===== config.mk =====
export PLATFORM = sky130hd
export DESIGN_NAME = mc_ctrl_ws
export DESIGN_NICKNAME = d
export VERILOG_FILES = /design/src/rtl/mc_ctrl_ws.sv
export SDC_FILE = /design/constraint.sdc
export NUM_CORES = 1
export LEC_CHECK = 0
export BUFFER_PORTS_ARGS = -buffer_cell sky130_fd_sc_hd__buf_4
export CAP_MARGIN = 0
export CORE_ASPECT_RATIO = 0.9
export CORE_MARGIN = 2
export CORE_UTILIZATION = 45
export CTS_BUF_LIST = sky130_fd_sc_hd__clkbuf_4 sky130_fd_sc_hd__clkbuf_8
export DETAILED_ROUTE_END_ITERATION = 16
export MAX_ROUTING_LAYER = met4
export PLACE_DENSITY = 0.72
export SYNTH_ARGS = -nofsm -noshare
export SYNTH_HDL_FRONTEND = slang
export SYNTH_SLANG_ARGS = --single-unit

===== constraint.sdc =====
create_clock -name clk -period 4.45 [get_ports clk]
set_input_delay 0.6675 -clock clk [delete_from_list [all_inputs] [get_ports clk]]
set_output_delay 0.6675 -clock clk [all_outputs]
set_load 0.05 [all_outputs]

===== src/rtl/mc_ctrl_ws.sv =====
// Multicycle MIPS-subset control FSM with memory wait-state handshake,
// bounded wait timeout and an illegal-opcode / timeout exception state.
module mc_ctrl_ws #(
    parameter int unsigned OPW     = 6,
    parameter int unsigned FW      = 6,
    parameter int unsigned TO_W    = 8,
    parameter int unsigned TIMEOUT = 200,
    parameter int unsigned EXC_EN  = 1
) (
    input  logic            clk,
    input  logic            rst,
    input  logic [OPW-1:0]  op,
    input  logic [FW-1:0]   funct,
    input  logic            zero,
    input  logic            more,
    input  logic            mem_rdy,
    output logic            mem_req,
    output logic            PCWr,
    output logic            IRWr,
    output logic [1:0]      regdst,
    output logic            alusrc,
    output logic [1:0]      memtoreg,
    output logic            regwe,
    output logic            memwe,
    output logic [1:0]      branch,
    output logic [1:0]      jump,
    output logic [1:0]      extop,
    output logic [1:0]      aluop,
    output logic            exc_pc,
    output logic [1:0]      exc_cause,
    output logic            turn,
    output logic [3:0]      state
);

    typedef enum logic [3:0] {
        S_FETCH  = 4'd0,  S_DECODE = 4'd1, S_MADR = 4'd2, S_MRD = 4'd3,
        S_LDWB   = 4'd4,  S_MWR    = 4'd5, S_EXE  = 4'd6, S_ALUWB = 4'd7,
        S_BR     = 4'd8,  S_JMP    = 4'd9, S_EXC  = 4'd10
    } state_t;

    localparam logic [OPW-1:0] OP_RTYPE = OPW'(6'h00);
    localparam logic [OPW-1:0] OP_J     = OPW'(6'h02);
    localparam logic [OPW-1:0] OP_JAL   = OPW'(6'h03);
    localparam logic [OPW-1:0] OP_BEQ   = OPW'(6'h04);
    localparam logic [OPW-1:0] OP_BNE   = OPW'(6'h05);
    localparam logic [OPW-1:0] OP_BGTZ  = OPW'(6'h07);
    localparam logic [OPW-1:0] OP_ADDI  = OPW'(6'h08);
    localparam logic [OPW-1:0] OP_ADDIU = OPW'(6'h09);
    localparam logic [OPW-1:0] OP_SLTI  = OPW'(6'h0a);
    localparam logic [OPW-1:0] OP_SLTIU = OPW'(6'h0b);
    localparam logic [OPW-1:0] OP_ORI   = OPW'(6'h0d);
    localparam logic [OPW-1:0] OP_LUI   = OPW'(6'h0f);
    localparam logic [OPW-1:0] OP_LW    = OPW'(6'h23);
    localparam logic [OPW-1:0] OP_SW    = OPW'(6'h2b);
    localparam logic [FW-1:0]  F_JR     = FW'(6'h08);
    localparam logic [FW-1:0]  F_ADDU   = FW'(6'h21);
    localparam logic [FW-1:0]  F_SUBU   = FW'(6'h23);
    localparam logic [FW-1:0]  F_SLT    = FW'(6'h2a);
    localparam logic [FW-1:0]  F_SLTU   = FW'(6'h2b);
    localparam logic [TO_W-1:0] TO_LIM  = TO_W'(TIMEOUT - 1);
    localparam logic [TO_W-1:0] CNT_MAX = '1;

    state_t          st;
    logic [TO_W-1:0] cnt;
    logic [1:0]      cause;

    logic is_rt, is_jr, is_i, is_ld, is_st, is_beq, is_bne, is_bgtz, is_j, is_jal;
    logic is_br, is_jmp, wait_st, to_hit, dec_on;

    // Instruction class decode from the IR fields
    always_comb begin
        is_rt   = (op == OP_RTYPE) && ((funct == F_ADDU) || (funct == F_SUBU) ||
                                       (funct == F_SLT)  || (funct == F_SLTU));
        is_jr   = (op == OP_RTYPE) && (funct == F_JR);
        is_i    = (op == OP_ADDI) || (op == OP_ADDIU) || (op == OP_ORI) ||
                  (op == OP_LUI)  || (op == OP_SLTI)  || (op == OP_SLTIU);
        is_ld   = (op == OP_LW);
        is_st   = (op == OP_SW);
        is_beq  = (op == OP_BEQ);
        is_bne  = (op == OP_BNE);
        is_bgtz = (op == OP_BGTZ);
        is_j    = (op == OP_J);
        is_jal  = (op == OP_JAL);
        is_br   = is_beq | is_bne | is_bgtz;
        is_jmp  = is_j | is_jal | is_jr;
        wait_st = (st == S_FETCH) || (st == S_MRD) || (st == S_MWR);
        to_hit  = (TIMEOUT != 0) && (cnt >= TO_LIM);
        dec_on  = st inside {S_DECODE, S_MADR, S_MRD, S_LDWB, S_MWR,
                             S_EXE, S_ALUWB, S_BR, S_JMP};
    end

    // State, wait counter and sticky cause; mem_rdy beats a same-cycle timeout
    always_ff @(posedge clk or negedge rst) begin
        if (!rst) begin
            st    <= S_FETCH;
            cnt   <= '0;
            cause <= 2'b00;
        end else if (wait_st && !mem_rdy) begin
            if (to_hit) begin
                st    <= S_EXC;
                cnt   <= '0;
                cause <= 2'b10;
            end else if (cnt != CNT_MAX) begin
                cnt <= cnt + TO_W'(1);
            end
        end else begin
            cnt <= '0;
            case (st)
                S_FETCH:  st <= S_DECODE;
                S_DECODE: begin
                    if (is_rt || is_i)      st <= S_EXE;
                    else if (is_br)         st <= S_BR;
                    else if (is_jmp)        st <= S_JMP;
                    else if (is_ld || is_st) st <= S_MADR;
                    else if (EXC_EN != 0) begin
                        st    <= S_EXC;
                        cause <= 2'b01;
                    end else                st <= S_FETCH;
                end
                S_MADR:   st <= is_ld ? S_MRD : (is_st ? S_MWR : S_FETCH);
                S_MRD:    st <= S_LDWB;
                S_EXE:    st <= S_ALUWB;
                default:  st <= S_FETCH;
            endcase
        end
    end

    // Datapath controls decoded from state and IR
    always_comb begin
        mem_req  = 1'b0;
        PCWr     = 1'b0;
        IRWr     = 1'b0;
        regdst   = 2'b00;
        alusrc   = 1'b0;
        memtoreg = 2'b00;
        regwe    = 1'b0;
        memwe    = 1'b0;
        branch   = 2'b00;
        jump     = 2'b00;
        extop    = 2'b00;
        aluop    = 2'b00;
        exc_pc   = 1'b0;
        turn     = 1'b0;
        if (dec_on) begin
            regdst = is_rt ? 2'b01 : (is_jal ? 2'b10 : 2'b00);
            alusrc = is_i | is_ld | is_st;
            if (op == OP_LUI)
                extop = 2'b10;
            else if ((op == OP_ADDI) || (op == OP_ADDIU) || (op == OP_SLTI) ||
                     (op == OP_SLTIU) || is_ld || is_st || is_br)
                extop = 2'b01;
            if (is_br || (is_rt && (funct == F_SUBU)))
                aluop = 2'b01;
            else if ((op == OP_ORI) || (op == OP_SLTI) || (op == OP_SLTIU) ||
                     (is_rt && ((funct == F_SLT) || (funct == F_SLTU))))
                aluop = 2'b10;
            branch = is_beq ? 2'b01 : (is_bgtz ? 2'b10 : (is_bne ? 2'b11 : 2'b00));
            jump   = is_j ? 2'b01 : (is_jal ? 2'b10 : (is_jr ? 2'b11 : 2'b00));
        end
        case (st)
            S_FETCH: begin
                mem_req = 1'b1;
                turn    = 1'b1;
                IRWr    = mem_rdy;
                PCWr    = mem_rdy;
            end
            S_MRD:   mem_req = 1'b1;
            S_LDWB: begin
                regwe    = 1'b1;
                memtoreg = 2'b01;
            end
            S_MWR: begin
                mem_req = 1'b1;
                memwe   = 1'b1;
            end
            S_ALUWB: regwe = 1'b1;
            S_BR:    PCWr = (is_beq & zero) | (is_bne & ~zero) | (is_bgtz & more);
            S_JMP: begin
                PCWr = 1'b1;
                if (is_jal) begin
                    regwe    = 1'b1;
                    memtoreg = 2'b10;
                end
            end
            S_EXC: begin
                PCWr   = 1'b1;
                exc_pc = 1'b1;
            end
            default: ;
        endcase
    end

    assign exc_cause = cause;
    assign state     = st;

endmodule


==> results.md <==
* IO Pins at 43
* Worst Path Arrival at 2.48 ns
* First-pass GRT wire length at 6.03 mm
* Setup WS pre-CTS at 1.49 ns
* Worst skew pair latency at 0.29 ns
* Commonest non-fill, non-tap cell in the layout: buf_4
* DRT antenna net count at 0
* Dpl hpwl at 2.75 mm
* TritonCTS clock tree: yes
* Worst-margin pin slew at 0.632 ns
* Seq pwr share at 0.250
* DRC at 0
* Via density at 5.94
* WL met3 at 289 um
* Vias in the first global route at 1338
* F_max at 0.318 GHz
* Met1 wire length at 1.72 mm
* Largest net degree at the start of global routing at 21
* Synth Cell Area at 0.00135 mm2
* Setup_tns at 0 ns
* Clock buffer depth at 2
* Sequential-to-total area share from yosys stat at 0.260
* Die H at 55.9 um
* Worst min path class: input pin to asynchronous set/reset pin
* Layout cells sized above 1 at 0.257
* YS warnings at 0
* CORE AREA at 0.00279 mm2
* Max incr delay on CP at 0.72 ns
* Drt total wl at 3.64 mm
* WP data required at 3.78 ns
* P_int at 0.000399 W
* Worst path slowest cell: dfrtp_1
* Initial antenna violation count at 0
* Per-cell routed wire length at 14.8 um
* Die area at 0.00345 mm2
* Synth Net Count at 189
* Worst vdd ir at 0.000255 V
* Pleak at 0.694 nW
* RD Place Congestion at 0.857
* Buffers on Ports at 42
* Hold buffer count at cts at 0
* Startpoint Class: flop
* Post-CTS setup repair buffer count at 0
* Crit Path Max Fanout at 20
* Wire length on met2 at 1.63 mm
* Sw Ratio at 0.562
* GRT Residual Overflow at 0
* Final max-slew violation count at 0
* Post-Syn Instances at 171
* Total GRT Usage at 0.225
* Status: finished, final reports clean
* Highest Signal Layer: met4
* FF+latch count, synth at 14
* Setup Viol. Count Final at 0
* Combinational share of power at 0.648
* Pwr Density at 538 mW/mm2
* CP cell instances: nor4_1 -> nand2b_1 -> or3_1 -> nor4b_1 -> buf_4
* Clock network fraction of total power at 0.102
* Clock skew at 0.0120 ns
* Max-cap violations at 0
* Clock transition at path regs at 0.09 ns
* CP Capture Type: output pin
* Hold Vio Cnt, Final at 0
* CTS H-tree depth at 1
* P_sw at 0.000511 W
* CTS Buf Count at 3
* CTS resizes at 0
* CTS Root Cell: clkbuf_4
* Crit Path Category: flop to output pin
* Syn avg cell area at 7.88 um2
* Slew margin rel. at 0.573
* RSZ-0062 raised after global routing: no
* Antenna diodes at 0
* Setup ws final at 1.31 ns
* Die X at 61.7 um
* Number of flops mapped to enable cells by yosys at 0
* Final #Nets at 225
* Fin crit share at 0.707
* Sink Count at 14
* Vias at 1462
* Asr flop ratio synth at 1.00
* Primary FF master, synth: dfrtp_1
* Filler Cell Count at 282
* Initial Util at 0.483
* Post-synthesis cell type count at 53
* Most frequent cells in the layout: buf_4, nor2_1, dfrtp_1
* DR pass1 iterations at 4
* Tmin final at 3.14 ns
* Starting DRT DRC Count at 88
* Num rows at 18
* Area Overhead vs Synth at 25.4%
-- power groups by stage --
stage / clock, W / combinational (W) / sequential (W)
2_1_floorplan: 0 / 0.000424 / 0.000236
4_1_cts: 0.0000943 / 0.000589 / 0.000227
6_report: 0.0000926 / 0.000590 / 0.000228
3_3_place_gp: 0 / 0.000577 / 0.000225
3_5_place_dp: 0 / 0.000587 / 0.000229
5_1_grt: 0.000101 / 0.000628 / 0.000238
-- synthesized netlist by cell type, types with 2 or more instances --
master,n,share of area
a31oi_1,4,0.019
xor2_1,2,0.013
mux2i_1,3,0.022
buf_6,2,0.017
dfrtp_1,14,0.26
inv_1,4,0.011
nor2b_1,3,0.014
nand2b_1,7,0.032
nand2_1,13,0.036
nor2_1,17,0.047
clkbuf_1,6,0.017
nand3_1,3,0.011
nor3_1,12,0.045
a2111oi_0,2,0.013
nor4_1,3,0.014
xnor2_1,3,0.020
a21oi_1,12,0.045
a2111o_1,2,0.017
nand3b_1,3,0.017
or3_1,5,0.023
a211oi_1,4,0.022
nor3b_1,3,0.017
o21ai_0,6,0.022
and3_1,2,0.0093
buf_2,2,0.0074
and2_1,4,0.019
nor4b_1,4,0.026
-- layer usage --
metal  vias up  track usage
met5         -            -
met4         0       0.0243
met3         2       0.0488
met2        53        0.326
met1       692        0.333
li1        715            -
-- layout make-up --
class / count / area (um2) / share of cell area
inverter: 5 / 18.8 / 0.0111
sequential: 14 / 350 / 0.207
timing repair buffer: 42 / 315 / 0.187
multi-input combinational: 141 / 920 / 0.544
clock buffer: 4 / 36.3 / 0.0215
tap: 40 / 50.0 / 0.0296
-- path summary, 6_finish.rpt --
| path | slack [ns] | cells past startpoint | startpoint | endpoint |
|---|---|---|---|---|
| min in group clk | 0.51 | 1 | cnt[6]$_DFFE_PN0P_ | cnt[6]$_DFFE_PN0P_ |
| setup reg to reg | 2.29 | 4 | state[0]$_DFFE_PN0P_ | exc_cause[1]$_DFFE_PN0P_ |
| hold / removal | 0.21 | 1 | rst | cnt[3]$_DFFE_PN0P_ |
| max in group asynchronous | 4.05 | 1 | rst | state[1]$_DFFE_PN0P_ |
| hold reg to reg | 0.51 | 1 | cnt[6]$_DFFE_PN0P_ | cnt[6]$_DFFE_PN0P_ |
| setup / recovery | 1.31 | 5 | state[0]$_DFFE_PN0P_ | aluop[0] |
-- sequential cells by signal, indices dropped and copies added, names as in the netlist --
| register | flops |
|---|---|
| cnt | 8 |
| exc_cause | 2 |
| state | 4 |
-- worst max-delay path: cells and delay by family, from the launching register on --
family / cells / cell delay (ns)
buffers and inverters: 1 / 0.25
flip-flops: 1 / 0.72
AND/OR/NAND/NOR: 4 / 1.23
-- through the flow --
| stage | instances | util | power, W | hold slack [ns] | area [um2] |
|---|---|---|---|---|---|
| 2_1_floorplan | 171 | - | 0.000661 | 0.372 | 1350 |
| 4_1_cts | 246 | 0.605 | 0.000910 | 0.211 | 1690 |
| 3_5_place_dp | 242 | 0.592 | 0.000817 | 0.491 | 1650 |
| 5_1_grt | 246 | 0.605 | 0.000967 | 0.210 | 1690 |
| 3_3_place_gp | 242 | 0.592 | 0.000802 | 0.484 | 1650 |
| 6_report | 246 | 0.605 | 0.000910 | 0.211 | 1690 |
-- logic make-up after synthesis --
kind of cell | synth area share
and+or+nand+nor | 0.370
AOI/OAI and AO/OA | 0.248
buffers and inverters | 0.0576
DFF | 0.260
xor gates and xnor gates | 0.0325
muxes | 0.0223
adders and majority gates | 0.00928
(Power assumes the default switching activity.)
